$ cat config.mk
export PLATFORM = sky130hd
export DESIGN_NAME = anim_player
export DESIGN_NICKNAME = d
export VERILOG_FILES = /design/src/rtl/anim_player_pkg.sv /design/src/rtl/anim_player_wb_byte_writer.sv /design/src/rtl/anim_player.sv
export SDC_FILE = /design/constraint.sdc
export NUM_CORES = 1
export LEC_CHECK = 0
export ABC_AREA = 1
export ABC_CLOCK_PERIOD_IN_PS = 6850
export CORE_ASPECT_RATIO = 1.4
export CORE_MARGIN = 1
export CORE_UTILIZATION = 55
export CTS_BUF_LIST = sky130_fd_sc_hd__clkbuf_4 sky130_fd_sc_hd__clkbuf_8 sky130_fd_sc_hd__clkbuf_16
export DETAILED_ROUTE_END_ITERATION = 16
export PLACE_DENSITY = 0.84
export SLEW_MARGIN = 20
export SYNTH_ARGS = -nofsm -noshare
export SYNTH_HDL_FRONTEND = slang
export SYNTH_HIERARCHICAL = 1
export SYNTH_SLANG_ARGS = --single-unit
$ cat constraint.sdc
create_clock -name clk_i -period 6.85 [get_ports clk_i]
set_clock_uncertainty 0.1 [all_clocks]
set_input_delay 1.37 -clock clk_i [delete_from_list [all_inputs] [get_ports clk_i]]
set_output_delay 1.37 -clock clk_i [all_outputs]
set_load 0.02 [all_outputs]
$ cat src/rtl/anim_player_pkg.sv
// Shared constants for the animation player: its own register offsets,
// CONTROL bit positions, the matrix driver address register offsets and a
// helper that maps a programmed interval to the refresh count actually used.
package anim_player_pkg;

  localparam logic [3:0] ANIM_CONTROL  = 4'd0;
  localparam logic [3:0] ANIM_INTERVAL = 4'd1;
  localparam logic [3:0] ANIM_COUNT    = 4'd2;
  localparam logic [3:0] ANIM_BASE_L   = 4'd3;
  localparam logic [3:0] ANIM_BASE_H   = 4'd4;
  localparam logic [3:0] ANIM_STRIDE_L = 4'd5;
  localparam logic [3:0] ANIM_STRIDE_H = 4'd6;
  localparam logic [3:0] ANIM_INDEX    = 4'd7;

  localparam int CTRL_ENABLE   = 0;
  localparam int CTRL_LOOP     = 1;
  localparam int CTRL_BUSY     = 2;
  localparam int CTRL_DONE     = 3;
  localparam int CTRL_PINGPONG = 4;

  // Matrix driver registers holding the displayed frame address.
  localparam logic [15:0] MATRIX_ADDR_L = 16'h0002;
  localparam logic [15:0] MATRIX_ADDR_H = 16'h0003;

  // An interval of zero behaves as one refresh per frame.
  function automatic logic [7:0] eff_interval(input logic [7:0] iv);
    return (iv == 8'd0) ? 8'd1 : iv;
  endfunction

endpackage

$ cat src/rtl/anim_player_wb_byte_writer.sv
// wb_byte_writer: single-write Wishbone master. A start request while idle
// latches address/data and raises cyc/stb/we on the next edge; the cycle is
// held until m_ack_i is sampled high, after which the bus drops.
module wb_byte_writer #(
  parameter int ADDRESS_WIDTH = 16,
  parameter int DATA_WIDTH    = 8
) (
  input  logic                     clk_i,
  input  logic                     rst_i,
  input  logic                     i_start,
  input  logic [ADDRESS_WIDTH-1:0] i_addr,
  input  logic [DATA_WIDTH-1:0]    i_data,
  output logic                     o_busy,
  output logic                     o_done,
  output logic [ADDRESS_WIDTH-1:0] m_adr_o,
  output logic [DATA_WIDTH-1:0]    m_dat_o,
  output logic                     m_we_o,
  output logic                     m_stb_o,
  output logic                     m_cyc_o,
  input  logic                     m_ack_i
);

  logic                     r_cyc;
  logic [ADDRESS_WIDTH-1:0] r_adr;
  logic [DATA_WIDTH-1:0]    r_dat;

  // Launch a write on start, retire it on the sampled acknowledge.
  always_ff @(posedge clk_i or posedge rst_i) begin
    if (rst_i) begin
      r_cyc <= 1'b0;
      r_adr <= '0;
      r_dat <= '0;
    end else if (r_cyc) begin
      if (m_ack_i) r_cyc <= 1'b0;
    end else if (i_start) begin
      r_cyc <= 1'b1;
      r_adr <= i_addr;
      r_dat <= i_data;
    end
  end

  assign o_busy  = r_cyc;
  assign o_done  = r_cyc & m_ack_i;
  assign m_adr_o = r_adr;
  assign m_dat_o = r_dat;
  assign m_we_o  = r_cyc;
  assign m_stb_o = r_cyc;
  assign m_cyc_o = r_cyc;

endmodule

$ cat src/rtl/anim_player.sv
// anim_player: steps the LED matrix driver through a list of frames, one
// frame every INTERVAL display refreshes, by writing the driver's address
// registers (low byte then high byte) over a Wishbone master port.
// Optional feature macro: ANIM_PINGPONG_EN (bounce between first and last
// frame instead of wrapping/stopping; CONTROL[4] selects it).
module anim_player
  import anim_player_pkg::*;
#(
  parameter int                       ADDRESS_WIDTH       = 16,
  parameter int                       DATA_WIDTH          = 8,
  parameter int                       DATA_BYTES          = 1,
  parameter logic [ADDRESS_WIDTH-1:0] BASE_ADDRESS        = 'h0020,
  parameter logic [ADDRESS_WIDTH-1:0] MATRIX_BASE_ADDRESS = '0
) (
  input  logic                     clk_i,
  input  logic                     rst_i,
  input  logic [ADDRESS_WIDTH-1:0] adr_i,
  input  logic [DATA_WIDTH-1:0]    dat_i,
  input  logic                     we_i,
  input  logic [DATA_BYTES-1:0]    sel_i,
  input  logic                     stb_i,
  input  logic                     cyc_i,
  input  logic [2:0]               cti_i,
  output logic [DATA_WIDTH-1:0]    dat_o,
  output logic                     ack_o,
  output logic [ADDRESS_WIDTH-1:0] m_adr_o,
  output logic [DATA_WIDTH-1:0]    m_dat_o,
  input  logic [DATA_WIDTH-1:0]    m_dat_i,
  output logic                     m_we_o,
  output logic                     m_stb_o,
  output logic                     m_cyc_o,
  output logic [DATA_BYTES-1:0]    m_sel_o,
  output logic [2:0]               m_cti_o,
  input  logic                     m_ack_i,
  input  logic                     frame_complete,
  output logic                     irq_o
);

  localparam logic [3:0] S_IDLE = 4'b0001;
  localparam logic [3:0] S_WR_L = 4'b0010;
  localparam logic [3:0] S_WR_H = 4'b0100;
  localparam logic [3:0] S_WAIT = 4'b1000;

  logic [3:0]  r_state;
  logic        r_enable, r_loop, r_done, r_irq, r_ack, r_fc_d;
  logic [7:0]  r_interval, r_count, r_index, r_tick;
  logic [15:0] r_base, r_stride, r_cur_addr;
  logic        w_pingpong;

  logic                     w_sel, w_wr, w_ctrl_wr, w_fc_rise, w_busy;
  logic                     w_start, w_wr_busy, w_wr_done;
  logic [8:0]               w_next;
  logic [ADDRESS_WIDTH-1:0] w_wr_addr;
  logic [7:0]               w_wr_data;
  logic [7:0]               w_rd;
  logic                     w_unused_ok;

`ifdef ANIM_PINGPONG_EN
  logic r_pingpong, r_dir;
  assign w_pingpong = r_pingpong;
`else
  assign w_pingpong = 1'b0;
`endif

  // Slave decode: 16-byte window, only offsets 0..7 respond.
  assign w_sel     = cyc_i & stb_i & (adr_i[3:0] < 4'd8) &
                     ((adr_i & {{(ADDRESS_WIDTH-4){1'b1}}, 4'h0}) == BASE_ADDRESS);
  assign w_wr      = w_sel & we_i & ~r_ack;
  assign w_ctrl_wr = w_wr & (adr_i[3:0] == ANIM_CONTROL);
  assign w_fc_rise = frame_complete & ~r_fc_d;
  assign w_busy    = (r_state != S_IDLE);
  assign w_next    = {1'b0, r_index} + 9'd1;

  // The shared writer is (re)started whenever a write state has no cycle out.
  assign w_start   = ((r_state == S_WR_L) | (r_state == S_WR_H)) & ~w_wr_busy;
  assign w_wr_addr = (r_state == S_WR_L) ? MATRIX_BASE_ADDRESS + ADDRESS_WIDTH'(MATRIX_ADDR_L)
                                         : MATRIX_BASE_ADDRESS + ADDRESS_WIDTH'(MATRIX_ADDR_H);
  assign w_wr_data = (r_state == S_WR_L) ? r_cur_addr[7:0] : r_cur_addr[15:8];

  wb_byte_writer #(
    .ADDRESS_WIDTH(ADDRESS_WIDTH),
    .DATA_WIDTH   (DATA_WIDTH)
  ) u_writer (
    .clk_i  (clk_i),
    .rst_i  (rst_i),
    .i_start(w_start),
    .i_addr (w_wr_addr),
    .i_data (DATA_WIDTH'(w_wr_data)),
    .o_busy (w_wr_busy),
    .o_done (w_wr_done),
    .m_adr_o(m_adr_o),
    .m_dat_o(m_dat_o),
    .m_we_o (m_we_o),
    .m_stb_o(m_stb_o),
    .m_cyc_o(m_cyc_o),
    .m_ack_i(m_ack_i)
  );

  // Combinational register read-back; zero when the window is not selected.
  always_comb begin
    w_rd = 8'h00;
    case (adr_i[3:0])
      ANIM_CONTROL:  w_rd = {3'b000, w_pingpong, r_done, w_busy, r_loop, r_enable};
      ANIM_INTERVAL: w_rd = r_interval;
      ANIM_COUNT:    w_rd = r_count;
      ANIM_BASE_L:   w_rd = r_base[7:0];
      ANIM_BASE_H:   w_rd = r_base[15:8];
      ANIM_STRIDE_L: w_rd = r_stride[7:0];
      ANIM_STRIDE_H: w_rd = r_stride[15:8];
      ANIM_INDEX:    w_rd = r_index;
      default:       w_rd = 8'h00;
    endcase
    if (!w_sel) w_rd = 8'h00;
  end

  // Register writes followed by the sequencer; later assignments win, so a
  // sequence end may clear enable only when software is not writing CONTROL.
  always_ff @(posedge clk_i or posedge rst_i) begin
    if (rst_i) begin
      r_state    <= S_IDLE;
      r_enable   <= 1'b0;
      r_loop     <= 1'b0;
      r_done     <= 1'b0;
      r_irq      <= 1'b0;
      r_ack      <= 1'b0;
      r_fc_d     <= 1'b0;
      r_interval <= 8'd1;
      r_count    <= 8'd0;
      r_index    <= 8'd0;
      r_tick     <= 8'd0;
      r_base     <= 16'h0000;
      r_stride   <= 16'h0000;
      r_cur_addr <= 16'h0000;
`ifdef ANIM_PINGPONG_EN
      r_pingpong <= 1'b0;
      r_dir      <= 1'b0;
`endif
    end else begin
      r_ack  <= w_sel & ~r_ack;
      r_fc_d <= frame_complete;
      r_irq  <= 1'b0;

      if (w_wr) begin
        case (adr_i[3:0])
          ANIM_CONTROL: begin
            r_enable <= dat_i[CTRL_ENABLE];
            r_loop   <= dat_i[CTRL_LOOP];
            if (dat_i[CTRL_ENABLE]) r_done <= 1'b0;
`ifdef ANIM_PINGPONG_EN
            r_pingpong <= dat_i[CTRL_PINGPONG];
`endif
          end
          ANIM_INTERVAL: r_interval     <= dat_i[7:0];
          ANIM_COUNT:    r_count        <= dat_i[7:0];
          ANIM_BASE_L:   r_base[7:0]    <= {dat_i[7:1], 1'b0};
          ANIM_BASE_H:   r_base[15:8]   <= dat_i[7:0];
          ANIM_STRIDE_L: r_stride[7:0]  <= dat_i[7:0];
          ANIM_STRIDE_H: r_stride[15:8] <= dat_i[7:0];
          default: ;
        endcase
      end

      case (r_state)
        S_IDLE: begin
          if (r_enable && (r_count != 8'd0)) begin
            r_index    <= 8'd0;
            r_cur_addr <= r_base;
            r_done     <= 1'b0;
`ifdef ANIM_PINGPONG_EN
            r_dir      <= 1'b0;
`endif
            r_state    <= S_WR_L;
          end
        end
        S_WR_L: begin
          // The high byte always follows, even if enable was just cleared.
          if (w_wr_done) r_state <= S_WR_H;
        end
        S_WR_H: begin
          if (w_wr_done) begin
            r_tick  <= eff_interval(r_interval);
            r_state <= r_enable ? S_WAIT : S_IDLE;
          end
        end
        S_WAIT: begin
          if (!r_enable) begin
            r_state <= S_IDLE;
          end else if (r_tick == 8'd0) begin
            r_state <= S_WR_L;
`ifdef ANIM_PINGPONG_EN
            if (r_pingpong) begin
              if (r_count <= 8'd1) begin
                r_index <= r_index;
              end else if (!r_dir && (w_next < {1'b0, r_count})) begin
                r_index    <= r_index + 8'd1;
                r_cur_addr <= r_cur_addr + r_stride;
              end else if (!r_dir) begin
                r_dir      <= 1'b1;
                r_index    <= r_index - 8'd1;
                r_cur_addr <= r_cur_addr - r_stride;
              end else if (r_index != 8'd0) begin
                r_index    <= r_index - 8'd1;
                r_cur_addr <= r_cur_addr - r_stride;
              end else begin
                r_dir      <= 1'b0;
                r_index    <= r_index + 8'd1;
                r_cur_addr <= r_cur_addr + r_stride;
              end
            end else
`endif
            if (w_next < {1'b0, r_count}) begin
              r_index    <= r_index + 8'd1;
              r_cur_addr <= r_cur_addr + r_stride;
            end else if (r_loop) begin
              r_index    <= 8'd0;
              r_cur_addr <= r_base;
            end else begin
              // Last frame stays on the matrix; signal completion.
              r_done  <= 1'b1;
              r_irq   <= 1'b1;
              r_state <= S_IDLE;
              if (!w_ctrl_wr) r_enable <= 1'b0;
            end
          end else if (w_fc_rise) begin
            r_tick <= r_tick - 8'd1;
          end
        end
        default: r_state <= S_IDLE;
      endcase
    end
  end

  assign dat_o   = DATA_WIDTH'(w_rd);
  assign ack_o   = r_ack;
  assign irq_o   = r_irq;
  assign m_sel_o = '1;
  assign m_cti_o = 3'b000;

  assign w_unused_ok = &{1'b0, cti_i, sel_i, m_dat_i};

endmodule

==> flow_summary.json <==
{
  "power_frac_seq": 0.428,
  "cap_viol_max_count": 0,
  "drt_iter0_drc": 380,
  "final-setup-viol-count": 0,
  "antenna_found_initial": 0,
  "finalSetupTns_ps": 0,
  "top_usage_layer": "met2",
  "synthTopCellsByArea": "dfrtp_1, nand2_1, o21ai_0, inv_1, ha_1",
  "multiInputGateArea_um2": 3324,
  "gr-usage-all-layers": 0.2979,
  "p_int_mw": 1.203,
  "core_um2": 11820,
  "fp.dieH_um": 132.6,
  "die_w_um": 95.28,
  "grt_pass1_wl_um": 28540,
  "cts_buffer_depth": 2,
  "path_clk_slew_ps": 60,
  "clock_latency_ps": 430,
  "avgSynthCellArea_um2": 7.297,
  "synth_top_area_frac": 0.4184,
  "combPwrFrac": 0.031,
  "leakage_nw": 3.859,
  "critPathLaunch": "adr_i[0]",
  "startpoint_type": "primary input",
  "cts_resized": 0,
  "vias_per_cell": 5.434,
  "synth-main-ff-cell": "dfrtp_1",
  "die_area_um2": 12630,
  "clkPwrFrac": 0.541,
  "hold_path_startpoint": "u_writer/m_adr_o[4]$_DFFE_PP0P_",
  "cts.sinks": 114,
  "ctsHoldBuffers": 0,
  "cts_buffers": 17,
  "use_met2": 0.4952,
  "mostFrequentLayoutCell": "nand2_1",
  "switching_power_uw": 372.6,
  "synth_seq_cells": 114,
  "relSlewSlack": 0.3892,
  "power_density_nw_per_um2": 197.0,
  "grt_max_degree": 68,
  "ios": 84,
  "worstReg2RegStart": "r_index[0]$_DFFE_PP0P_",
  "pre_cts_slack_ps": 1746,
  "grtUsageMet1": 0.3399,
  "status": "finished clean",
  "routed_wl_um": 17520,
  "cts_setup_buffers": 0,
  "synth_edf_count": 0,
  "switching_share": 0.2366,
  "fin_crit_sh": 0.7626,
  "yosysTopAreaCell": "dfrtp_1",
  "async_reset_ff_frac": 1.000,
  "tightest_slew_ps": 915.1,
  "critPathCaptureType": "output pin",
  "ys_warn_count": 6,
  "grt_overflow": 0,
  "most-common-layout-cells": "nand2_1, dfrtp_1, o21ai_0",
  "rsz0062_at_grt": "no",
  "grt_util_met3": 0.06552,
  "drc": 0,
  "antenna_cells": 0,
  "worstSetupPathType": "in2out",
  "fillCellCount": 945,
  "io_buffer_count": 67,
  "synthToLayoutAreaGrowth_pct": 19.37,
  "worst_slack_ps": 1626,
  "gp_congestion": 0.9805,
  "grt_pass1_vias": 5980,
  "cts_root_buf": "clkbuf_16",
  "layout.nets": 1061,
  "hold_viol_final": 0,
  "place.detailed.hpwl_um": 12520,
  "initial_core_util": 0.5667,
  "core.rowCount": 47,
  "netlist_area_um2": 6699,
  "syn-instance-count": 918,
  "whs_path_depth": 2,
  "register_area_um2": 2855,
  "vdd_drop_max_v": 0.0001659,
  "postRouteAntennaNets": 0,
  "min-delay-path-class": "reg2reg",
  "ys_seq_area_frac": 0.4262,
  "num_vias": 6265,
  "cp.required_ps": 5380,
  "htree_levels": 4,
  "period_minus_slack_ps": 5224,
  "cp_data_arrival_time_ps": 3750,
  "finalMaxSlewViolations": 0,
  "drt-pass1-iter-count": 5,
  "drive_above_1_share": 0.04970,
  "crit_fanout": 7,
  "fmax_mhz": 191.4,
  "cts_tree": "built",
  "ff2ff_path_depth": 14,
  "yosysUniqueCellTypes": 41,
  "post_drt_wl_per_cell_um": 15.19
}
[synth_stat cells, types with 2 or more instances]
| library cell | count |
|---|---|
| a21o_1 | 2 |
| a21oi_1 | 30 |
| a221oi_1 | 10 |
| a31oi_1 | 3 |
| buf_2 | 8 |
| buf_4 | 11 |
| buf_6 | 7 |
| clkbuf_1 | 5 |
| clkinv_1 | 6 |
| conb_1 | 2 |
| dfrtp_1 | 112 |
| dfstp_2 | 2 |
| ha_1 | 24 |
| inv_1 | 92 |
| nand2_1 | 338 |
| nand3_1 | 57 |
| nand3b_1 | 3 |
| nand4_1 | 8 |
| nor2_1 | 53 |
| nor3_1 | 8 |
| o211ai_1 | 2 |
| o21ai_0 | 101 |
| o22ai_1 | 2 |
| or2_2 | 3 |
| xnor2_1 | 5 |
| xor2_1 | 9 |
[critical path, cell delays in order]
cell and delay (ps):
clkdlybuf4s50_1 560, inv_1 60, nor2_1 120, nand2_1 160, inv_1 250, nand2_1 140, o21ai_0 120, a211oi_1 70
a31oi_1 220, clkdlybuf4s50_1 660
[per-layer routing]
metal,up-vias,share of wire
li1,3103,-
met1,2817,0.38
met2,272,0.50
met3,73,0.064
met4,0,0.056
met5,-,0
[through the flow]
stage,power (mW),hold slack (ps),utilization,instances,cell area [µm²]
2_1_floorplan,0.7091,353.0,-,935,6763
3_3_place_gp,0.7346,352.3,0.6281,1121,7425
3_5_place_dp,0.7350,357.5,0.6281,1121,7425
4_1_cts,1.579,371.2,0.6761,1153,7991
5_1_grt,1.620,387.0,0.6765,1153,7996
6_report,1.575,364.9,0.6765,1153,7996
[state kept, by name, summed over array words and instances, names as in the netlist, 4 cells and up]
signal	flops
u_writer/m_adr_o	16
r_interval	8
u_writer/m_dat_o	8
r_index	8
r_tick	8
r_count	8
r_cur_addr	16
r_base	15
r_stride	16
r_state	4
[power groups by stage]
stage | logic [mW] | clock network (mW) | registers (mW)
2_1_floorplan | 0.0230 | 0 | 0.686
3_3_place_gp | 0.0484 | 0 | 0.686
3_5_place_dp | 0.0489 | 0 | 0.686
4_1_cts | 0.0489 | 0.856 | 0.674
5_1_grt | 0.0542 | 0.892 | 0.674
6_report | 0.0487 | 0.852 | 0.674
[cells by family after synthesis]
group / share of synthesized area
AO/OA/AOI/OAI: 0.1236
XOR/XNOR: 0.01830
adder cells (fa/ha/maj): 0.04782
buffers and inverters: 0.08835
flip-flops: 0.4262
other: 0.001121
AND/OR/NAND/NOR: 0.2946
[layout make-up]
type	instances	area share
repair buffers	70	0.08668
well taps	147	0.02300
clock buffers	18	0.05492
multi-input cells	691	0.4157
clock inverters	14	0.01596
flip-flops and latches	114	0.3571
inverters	99	0.04663
[path summary, 6_finish.rpt]
path / to / slack, ps
setup / recovery: dat_o[6] / 1630
max in group asynchronous: r_index[6]$_DFFE_PP0P_ / 4300
hold reg to reg: u_writer/m_adr_o[4]$_DFFE_PP0P_ / 360
hold / removal: u_writer/m_adr_o[4]$_DFFE_PP0P_ / 360
setup reg to reg: r_index[2]$_DFFE_PP0P_ / 3040
min in group asynchronous: r_state[3]$_DFFE_PP0P_ / 1180
Power figures use the tool's default switching activity.
